$ cat src/rtl/hazard_unit.sv
// rtl/hazard_unit.sv - load-use stall, mem-wait freeze and EX operand forwarding
// Optional stall-cycle counter port stall_cnt is built when HAZARD_STATS_EN is defined.
module hazard_unit (
  input  logic       clk,
  input  logic       reset,
  input  logic       id_valid,
  input  logic [4:0] id_rs,
  input  logic [4:0] id_rt,
  input  logic       id_uses_rt,
  input  logic [4:0] id_rw,
  input  logic       id_regwr,
  input  logic       id_memrd,
  input  logic       mem_wait,
  output logic       stall,
  output logic       bubble,
  output logic [1:0] fwd_a,
  output logic [1:0] fwd_b,
  output logic [1:0] state
`ifdef HAZARD_STATS_EN
  ,
  output logic [15:0] stall_cnt
`endif
);

  typedef enum logic [1:0] {
    RUN     = 2'b00,
    LDSTALL = 2'b01,
    MWAIT   = 2'b10
  } state_t;

  state_t curState;

  logic       exV, exRegwr, exMemrd;
  logic [4:0] exRs, exRt, exRw;
  logic       memV, memRegwr;
  logic [4:0] memRw;
  logic       wbV, wbRegwr;
  logic [4:0] wbRw;

  logic loadUse;
  logic memHit, wbHit;

  assign state = curState;

  always_comb begin
    loadUse = id_valid && exV && exMemrd && exRegwr && (exRw != 5'd0) &&
              ((exRw == id_rs) || (id_uses_rt && (exRw == id_rt)));
    stall   = 1'b0;
    bubble  = 1'b0;
    // reset forces the outputs low even while mem_wait is still high
    if (!reset) begin
      stall  = mem_wait || loadUse;
      bubble = !mem_wait && loadUse;
    end
  end

  assign memHit = memV && memRegwr && (memRw != 5'd0);
  assign wbHit  = wbV && wbRegwr && (wbRw != 5'd0);

  always_comb begin
    fwd_a = 2'b00;
    if (memHit && (memRw == exRs))
      fwd_a = 2'b01;
    else if (wbHit && (wbRw == exRs))
      fwd_a = 2'b10;
  end

  always_comb begin
    fwd_b = 2'b00;
    if (memHit && (memRw == exRt))
      fwd_b = 2'b01;
    else if (wbHit && (wbRw == exRt))
      fwd_b = 2'b10;
  end

  always_ff @(posedge clk or posedge reset) begin
    if (reset) begin
      exV      <= 1'b0;
      exRs     <= 5'd0;
      exRt     <= 5'd0;
      exRw     <= 5'd0;
      exRegwr  <= 1'b0;
      exMemrd  <= 1'b0;
      memV     <= 1'b0;
      memRw    <= 5'd0;
      memRegwr <= 1'b0;
      wbV      <= 1'b0;
      wbRw     <= 5'd0;
      wbRegwr  <= 1'b0;
    end else if (!mem_wait) begin
      wbV      <= memV;
      wbRw     <= memRw;
      wbRegwr  <= memRegwr;
      memV     <= exV;
      memRw    <= exRw;
      memRegwr <= exRegwr;
      // a stalled ID instruction enters EX as a bubble and is reissued next cycle
      exV      <= id_valid && !stall;
      exRs     <= id_rs;
      exRt     <= id_rt;
      exRw     <= id_rw;
      exRegwr  <= id_regwr;
      exMemrd  <= id_memrd;
    end
  end

  always_ff @(posedge clk or posedge reset) begin
    if (reset)
      curState <= RUN;
    else if (mem_wait)
      curState <= MWAIT;
    else if (loadUse)
      curState <= LDSTALL;
    else
      curState <= RUN;
  end

`ifdef HAZARD_STATS_EN
  always_ff @(posedge clk or posedge reset) begin
    if (reset)
      stall_cnt <= 16'd0;
    else if (stall && (stall_cnt != 16'hFFFF))
      stall_cnt <= stall_cnt + 16'd1;
  end
`endif

endmodule

$ cat config.mk
export PLATFORM = sky130hd
export DESIGN_NAME = hazard_unit
export DESIGN_NICKNAME = d
export VERILOG_FILES = /design/src/rtl/hazard_unit.sv
export SDC_FILE = /design/constraint.sdc
export NUM_CORES = 1
export LEC_CHECK = 0
export CORE_MARGIN = 2
export CORE_UTILIZATION = 40
export DETAILED_ROUTE_END_ITERATION = 8
export GPL_TIMING_DRIVEN = 0
export PLACE_DENSITY = 0.75
export SYNTH_ARGS = -nofsm -noshare
export SYNTH_HDL_FRONTEND = slang
export SYNTH_SLANG_ARGS = --single-unit
$ cat constraint.sdc
create_clock -name clk -period 3.4 [get_ports clk]
set_input_delay 0.68 -clock clk [delete_from_list [all_inputs] [get_ports clk]]
set_output_delay 0.68 -clock clk [all_outputs]
set_load 0.005 [all_outputs]
After elaboration in Yosys (flattened, before gate mapping). Index checks and enable logic that the tools add are counted.

Register bits: 34.

Eq/ne operators: 6. Reductions and logical operators: 23. Mux-type cells: 8.

Operator list (number): $eq 5x5->1 (6); $logic_and 1x1->1 (16); $reduce_bool 5->1 (3); $mux 2 (5); $mux 1 (3); $logic_not 1->1 (2); $logic_or 1x1->1 (2).

Logic depth before layout (Yosys ltp). Gate-level depths: netlist of the first run.

Depth in word-level cells: 9. Mapped depth: 4. Mapped depth without buffers: 4.

Worst setup path before layout of the first run. OpenSTA, ideal clock, no wires.

Path type: input-to-output. Start point: input reset. End point: output stall. Arrival time: 1.621 ns. Cell stages on the path: 3. Path slack: 1.099 ns. Path through: inv_1 -> nand2_1 -> o31ai_1.

Cells in the longest elaborated chain, start to end: 1.

RTL lines: start: declaration (RTL line 5) `input logic reset,`; $mux 1 (RTL line 51) `if (!reset) begin`; end: declaration (RTL line 14) `output logic stall,`.

No other way between the ends.

Worst setup path in the final report of the first run.
Start point: input id_rt[4]. End point: output stall.

Cells in the longest elaborated chain, start to end: 6.

RTL lines: start: declaration (RTL line 8) `input logic [4:0] id_rt,`; $eq 5x5->1 (RTL line 47) `((exRw == id_rs) || (id_uses_rt && (exRw == id_rt)));`; $logic_and 1x1->1 (RTL line 47); $logic_or 1x1->1 (RTL line 47); $logic_and 1x1->1 (RTL line 46) `loadUse = id_valid && exV && exMemrd && exRegwr && (exRw != 5'd0) &&`; $logic_or 1x1->1 (RTL line 52) `stall = mem_wait || loadUse;`; $mux 1 (RTL line 51).

No other way between the ends.

==> results of run 1 <==
how the worst max path moves through the flow:
stage | cells after the start | startpoint | end
final | 6 | id_rt[4] | stall
after global routing | 6 | id_rt[4] | bubble
after CTS | 6 | id_rt[4] | stall
after detailed placement | 5 | reset | stall
after global placement | 5 | reset | stall
after floorplan | 3 | reset | stall
synthesized netlist by cell type (2+ instances only):
master / number / area share, %
nor4_1: 4 / 1.5
or4_1: 5 / 2.2
nor3_1: 2 / 0.60
mux2_2: 32 / 22
xnor2_1: 7 / 3.7
nand3_1: 2 / 0.60
dfrtp_1: 34 / 51
nor4_2: 2 / 1.5
xor2_1: 23 / 12
buf_1: 2 / 0.45
per-layer routing:
| layer | vias up | part of all wire [%] | track usage (%) |
|---|---|---|---|
| met2 | 30 | 49 | 28.49 |
| met5 | - | 0 | 0 |
| met3 | 6 | 4.3 | 4.545 |
| li1 | 520 | - | - |
| met1 | 563 | 46 | 22.75 |
| met4 | 0 | 1.5 | 6.750 |
report_power, final:
part | internal (mW) | switching [mW]
Combinational | 0.116 | 0.0790
Sequential | 0.456 | 0.0645
Clock | 0.204 | 0.144
area by class of cell:
| type | instances | share of cell area, % |
|---|---|---|
| clock buffer | 8 | 5.078 |
| tap | 50 | 2.885 |
| timing repair buffer | 29 | 13.39 |
| multi-input combinational | 86 | 38.03 |
| sequential | 34 | 39.24 |
| timing repair inverter | 1 | 0.2308 |
| buffer | 4 | 0.8078 |
| inverter | 1 | 0.3462 |
repair_timing:
| item | CTS | global route |
|---|---|---|
| resized for setup | 2 | 4 |
| setup buffers | 0 | 0 |
| gates cloned | 1 | 0 |
| setup endpoints to repair | 1 | 2 |
| endpoints found under the hold margin | 0 | 0 |
| pin swaps | 0 | 1 |
flip-flops by register name (all words and copies together), names as in the netlist, 2 cells and up:
register  flops
exRs          5
exRt          5
exRw          5
memRw         5
wbRw          5
state         2
through the flow:
| step | power (mW) | TNS, ns | hold slack (ns) |
|---|---|---|---|
| CTS | 1.065 | 0 | 0.5212 |
| detailed placement | 0.7178 | -0.2736 | 0.5061 |
| global placement | 0.7053 | -0.1787 | 0.4891 |
| finish | 1.064 | 0 | 0.5109 |
| floorplan | 0.6418 | 0 | 0.4712 |
| global route | 1.117 | -0.06538 | 0.5523 |
worst register-to-register path, cell delays in order, from the launching register on:
cell,delay [ns]
dfrtp_1,0.44
xor2_1,0.19
nor4_2,0.35
a32oi_2,0.22
o41a_1,0.40
kinds of logic (layout without fill, tap and decap cells):
family	Yosys count	count (layout)	synth area share, %
buffers and inverters	5	43	1.198
DFF	34	34	50.94
and+or+nand+nor	18	18	7.415
muxes	32	32	21.57
xor gates and xnor gates	30	30	15.73
AOI/OAI and AO/OA	6	6	3.146
cells in the final DEF, fill, tap and decap left out:
master	instances
dfrtp_1	34
mux2_2	32
clkdlybuf4s50_1	29
xor2_1	23
clkbuf_8	8
xnor2_1	7
or4_1	5
nor4_2	4
buf_2	2
nor3_1	2
nand3_1	2
nor4_1	2
clkbuf_1	1
nor2_1	1
a32oi_2	1
and4_1	1
o21ai_1	1
o41a_1	1
o211ai_2	1
clkinvlp_4	1
nand2_1	1
o31ai_2	1
o211ai_1	1
buf_1	1
clkinvlp_2	1
==> summary.md, run 1 <==
| Metric | Value |
|---|---|
| Via density | 5.254 |
| Req. time, crit path | 2.72 ns |
| Worst-path cell chain | clkdlybuf4s50_1 > xor2_1 > nor4_2 > a32oi_2 > o31ai_2 > clkdlybuf4s50_1 |
| Sink Count | 34 |
| Final WL | 3546 µm |
| Sequential area share after synthesis | 50.94% |
| CP Capture Type | output pin |
| Routed Antenna Nets | 0 |
| Clock latency on the worst-skew pair | 0.28 ns |
| Pins Over Slew Limit | 0 |
| Hold Crit Class | flop to flop |
| Async SR Flop Fraction | 100.0% |
| Placed Cells | 204 |
| Initial core utilization | 41.76% |
| TritonCTS clock tree | yes |
| Status | finished, final reports clean |
| Port bufs | 29 |
| Setup ws final | 0.03334 ns |
| Drt drc | 0 |
| Worst slew pin tran | 0.8026 ns |
| Crit Path Category | primary input to output pin |
| Worst R2R Setup Slack | 1.68 ns |
| Filler Cell Count | 335 |
| Placer Congestion | 0.8063 |
| Worst Min Path Start | exMemrd |
| Core ar. | 4000 µm² |
| Fmax | 297.0 MHz |
| Area delta synth->final | 29.81% |
| CTS clk-pin slew, worst paths | ~0.070 ns |
| P_leak | 0.8512 nW |
| Initial antenna violation count | 0 |
| RSZ-0062 raised after global routing | true |
| CP peak stage delay | between 0.5 and 0.6 ns |
| Hold depth | 1 |
| Crit path time final | 3.367 ns |
| Die width | 68.62 µm |
| Largest net degree at the start of global routing | 19 |
| IO Pins | 30 |
| Clk buf depth | 2 |
| Synth Register Bits | 34 |
| Crit path max-delay family | buffers and inverters |
| Critical path arrival | 2.69 ns |
| Die Span Y | 68.62 µm |
| Dpl ws | -0.2736 ns |
| Placed inst area | 2023 µm² |
| Final Core Density | between 50% and 60% |
| Startpoint types | primary input |
| DRT Pass-1 Iters | 4 |
| Global router's overall resource usage | 17.66% |
| Mapped Nets | between 100 and 150 |
| Worst-path maximum fanout | 4 |
| Area of the multi-input gates | roughly 800 µm² |
| Max VDD drop | 0.2401 mV |
| Hold-critical path endpoint | exMemrd |
| Post-Syn Instances | between 100 and 150 |
| Dpl hpwl | 2567 µm |
| Gr ovfl total | 0 |
| Routed vias | 1,119 |
| Yosys cell types | 22 |
| First-pass GRT wire length | between 5000 and 6000 µm |
| Final Hold Fails | 0 |
| H-tree depth | 2 |
| Crit-path slowest cell | clkdlybuf4s50_1 |
| Pwr per Cell Area | 490.5 nW/µm² |
| Syn Area/Cell | 13.36 µm² |
| Slew margin rel. | about 46% |
| Fin area | 2168 µm² |
| 1st-iter DRT viols | 27 |
| Num CTS Buffers | 5 |
| Yosys warns | 0 |
| Launch point of the worst reg-to-reg path | exRw[4] |
| WP buf/inv | 2 |
| Fin crit share | ~99% |
| Syn Std Cell Area | 1670 µm² |
| Clock skew | ~0.0028 ns |
| Crit-path most repeated cell | clkdlybuf4s50_1 |
| Layout cells sized above 1 | 31.29% |
| EDFF count, synth | 0 |
| Post-Layout Cell Count | 213 |
| Wire per inst | 16.65 µm |
| Storage element area | 850.8 µm² |
| Rows | 23 |
| Most common flop cell mapped by yosys | dfrtp_1 |
| Setup-failing EPs final | 0 |
| # hold bufs at CTS | 0 |
| Worst-case reg-to-reg path depth | 4 |
| Post-layout nets | around 180 |
| # Max-Cap Violations | 0 |
| # diodes | 0 |
| Worst R2R End | exV |
| Die Footprint | 4709 µm² |
| Vias in the first global route | 1,189 |
| Root buffer cell | clkbuf_8 |
Power figures use the tool's default switching activity.
==> inputs of run 2 (changes only) <==
CAP_MARGIN = 20   (was default)
==> run 2 against run 1 <==
Clock-buffer cell count down 1. Final cell count down 0.47%. Combinational power about the same. Highest routed layer unchanged. Sequential share of layout area up 0.23 points. Critical endpoint is now bubble. Final area down 0.58%. Register-to-register slack better by 0.03 ns. Clock power down 22%. Via count up 1.3%. Critical path depth unchanged.
==> summary.md, run 2 (synthesized netlist as in run 1, its figures left out) <==
| Metric | Value |
|---|---|
| Status | finished, final reports clean |
| Routed vias | 1,134 (+1.3%) |
| DRT Pass-1 Iters | 4 (unchanged) |
| Layout cells sized above 1 | 29.01% (-2.3 points) |
| Hold-critical path endpoint | exMemrd |
| Slew margin rel. | 58.84% (+13 points) |
| Drt drc | 0 (unchanged) |
| Clock power share | 27.5% (-5.3 points) |
| Area delta synth->final | 29.06% |
| Clk buf depth | 2 (unchanged) |
| Max VDD drop | 0.2490 mV (+3.7%) |
| Commonest cells after routing, fill and taps aside | 34 x dfrtp_1, 32 x mux2_2, 28 x clkdlybuf4s50_1, 23 x xor2_1, 7 x xnor2_1 |
| Fmax | 306.3 MHz (+3.1%) |
| Die Footprint | 4709 µm² (unchanged) |
| CTS clk-pin slew, worst paths | 0.06 ns (about the same) |
| Switching share of power | 27.77% (+0.75 points) |
| M1 WL | 1527 µm (-5.4%) |
| Worst-path cell chain | clkdlybuf4s50_1 > xor2_1 > nor4_2 > a32oi_2 > nor4_2 > clkdlybuf4s50_1 |
| Critical path arrival | 2.58 ns (-0.11 ns) |
| CP Launch Point | id_rt[0] |
| Clock skew | 0.005131 ns (+0.002293 ns) |
| Initial core utilization | 41.76% (unchanged) |
| Port bufs | 29 (unchanged) |
| Worst-path maximum fanout | 4 (unchanged) |
| 1st-iter DRT viols | 43 (+59%) |
| Wire per inst | 16.30 µm (-2.1%) |
| First-pass GRT wire length | 5871 µm (-0.24%) |
| Crit-path slowest cell | clkdlybuf4s50_1 |
| Sink Count | 34 (unchanged) |
| Fin crit share | 96.02% (-3.0 points) |
| Worst R2R Setup Slack | 1.71 ns (+0.03 ns) |
| Filler Cell Count | 337 (+0.60%) |
| Worst-case reg-to-reg path depth | 4 (unchanged) |
| Comb pwr share | 19.8% (+1.5 points) |
| Final Core Density | 53.89% (-0.31 points) |
| Req. time, crit path | 2.72 ns (about the same) |
| Num CTS Buffers | 5 (unchanged) |
| Crit path time final | 3.265 ns (-0.1020 ns) |
| Worst Min Path Start | exMemrd |
| WP buf/inv | 2 (unchanged) |
| Pins Over Slew Limit | 0 (unchanged) |
| DR top layer | met4 |
| Launch point of the worst reg-to-reg path | exRw[0] |
| Wire length on met2 | 1717 µm (-0.41%) |
| Core ar. | 4000 µm² (unchanged) |
| Int Pwr | 0.7155 mW (-7.8%) |
| Pwr per Cell Area | 459.5 nW/µm² (-6.3%) |
| Routed Antenna Nets | 0 (unchanged) |
| Initial antenna violation count | 0 (unchanged) |
| Min Hold Slack | 0.5146 ns (+0.003747 ns) |
| Sequential share of power | 52.7% (+3.8 points) |
| Post-layout nets | 184 (unchanged) |
| # hold bufs at CTS | 0 (unchanged) |
| Via density | 5.349 (+1.8%) |
| Worst R2R End | exV |
| Hold depth | 1 (unchanged) |
| Crit path max-delay family | buffers and inverters |
| Final Hold Fails | 0 (unchanged) |
| P_leak | 0.8637 nW (+1.5%) |
| Setup-failing EPs final | 0 (unchanged) |
| Final Power | 0.9906 mW (-6.9%) |
| Global router's overall resource usage | 17.34% (-0.32 points) |
| Worst slew pin tran | 0.6167 ns (-0.1859 ns) |
| Setup bufs post-CTS | 0 (unchanged) |
| Most common cell after layout, fill and taps aside | dfrtp_1 |
| CP Capture Type | output pin |
| Final WL | 3455 µm (-2.6%) |
| # diodes | 0 (unchanged) |
| Gr ovfl total | 0 (unchanged) |
| Die Span Y | 68.62 µm (unchanged) |
| Vias in the first global route | 1,252 (+5.3%) |
| Dpl hpwl | 2675 µm (+4.2%) |
| Largest net degree at the start of global routing | 22 (+3) |
| Hold Crit Class | flop to flop |
| Clock latency on the worst-skew pair | 0.28 ns (about the same) |
| Crit Path Category | primary input to output pin |
| Placed Cells | 205 (+0.49%) |
| Root buffer cell | clkbuf_8 |
| Die width | 68.62 µm (unchanged) |
| Placer Congestion | 0.8063 (unchanged) |
| # Max-Cap Violations | 0 (unchanged) |
| Startpoint types | primary input |
| H-tree depth | 2 (unchanged) |
| Rows | 23 (unchanged) |
| TritonCTS clock tree | yes |
| CP peak stage delay | 0.54 ns (about the same) |
| Post-Layout Cell Count | 212 (-0.47%) |
| IO Pins | 30 (unchanged) |
| Met3 wire length | 159 µm (+5.3%) |
| RSZ-0062 raised after global routing | false |
| Sw Pwr | 0.2751 mW (-4.3%) |
run 2: changes by cell type in the layout (fill, tap and decap cells not counted):
cell / delta
clkbuf_1: +2
buf_16: +1
clkinvlp_4: -1
inv_1: +1
clkinvlp_2: -1
dlymetal6s2s_1: +1
clkdlybuf4s50_1: -1
clkbuf_8: -3
run 2: area by class of cell:
cell class	count	area, µm²	area share (%)
Buffer	4	17.52	0.8125
Tap cell	50	62.56	2.902
Sequential cell	34	850.8	39.47
Timing Repair Buffer	30	320.3	14.86
Multi-Input combinational cell	86	824.5	38.25
Inverter	1	3.754	0.1741
Clock buffer	7	76.32	3.540
run 2: worst max path at each step:
stage                        end  slack (ns)  depth (start not counted)
final                     bubble        0.14                          6
after floorplan            stall        1.10                          3
after detailed placement   stall       -0.05                          6
after global routing      bubble        0.03                          6
after global placement     stall       -0.18                          5
after CTS                 bubble        0.02                          6
run 2: repair_timing:
action                     CTS  global route
gates resized for setup      1             5
setup endpoints to repair    1             2
pin swaps                    0             3
run 2: metal layers:
metal  vias to the layer above  GRT usage (%)
met5                         -              0
met4                         0          8.000
met3                         5          3.409
met2                        30          28.73
met1                       575          21.78
li1                        524              -
run 2: worst register-to-register path: stages, from the launching register on:
cell	delay (ns)
dfrtp_1	0.45
xor2_1	0.20
nor4_2	0.31
a32oi_2	0.20
o41a_1	0.41
run 2: through the flow:
step	TNS (ns)	worst slack, ns	cell area [µm²]
after floorplan	0	1.099	1670
after global placement	-0.1787	-0.1787	2023
after detailed placement	-0.05057	-0.05057	2051
after CTS	0	0.01837	2128
after global routing	0	0.03018	2156
final	0	0.1353	2156
run 2: power by group through the flow:
stage	logic [mW]	clock network [mW]	registers (mW)
2_1_floorplan	0.133	0	0.509
3_3_place_gp	0.181	0	0.525
3_5_place_dp	0.194	0	0.529
4_1_cts	0.195	0.280	0.521
5_1_grt	0.218	0.299	0.529
6_report	0.196	0.272	0.522
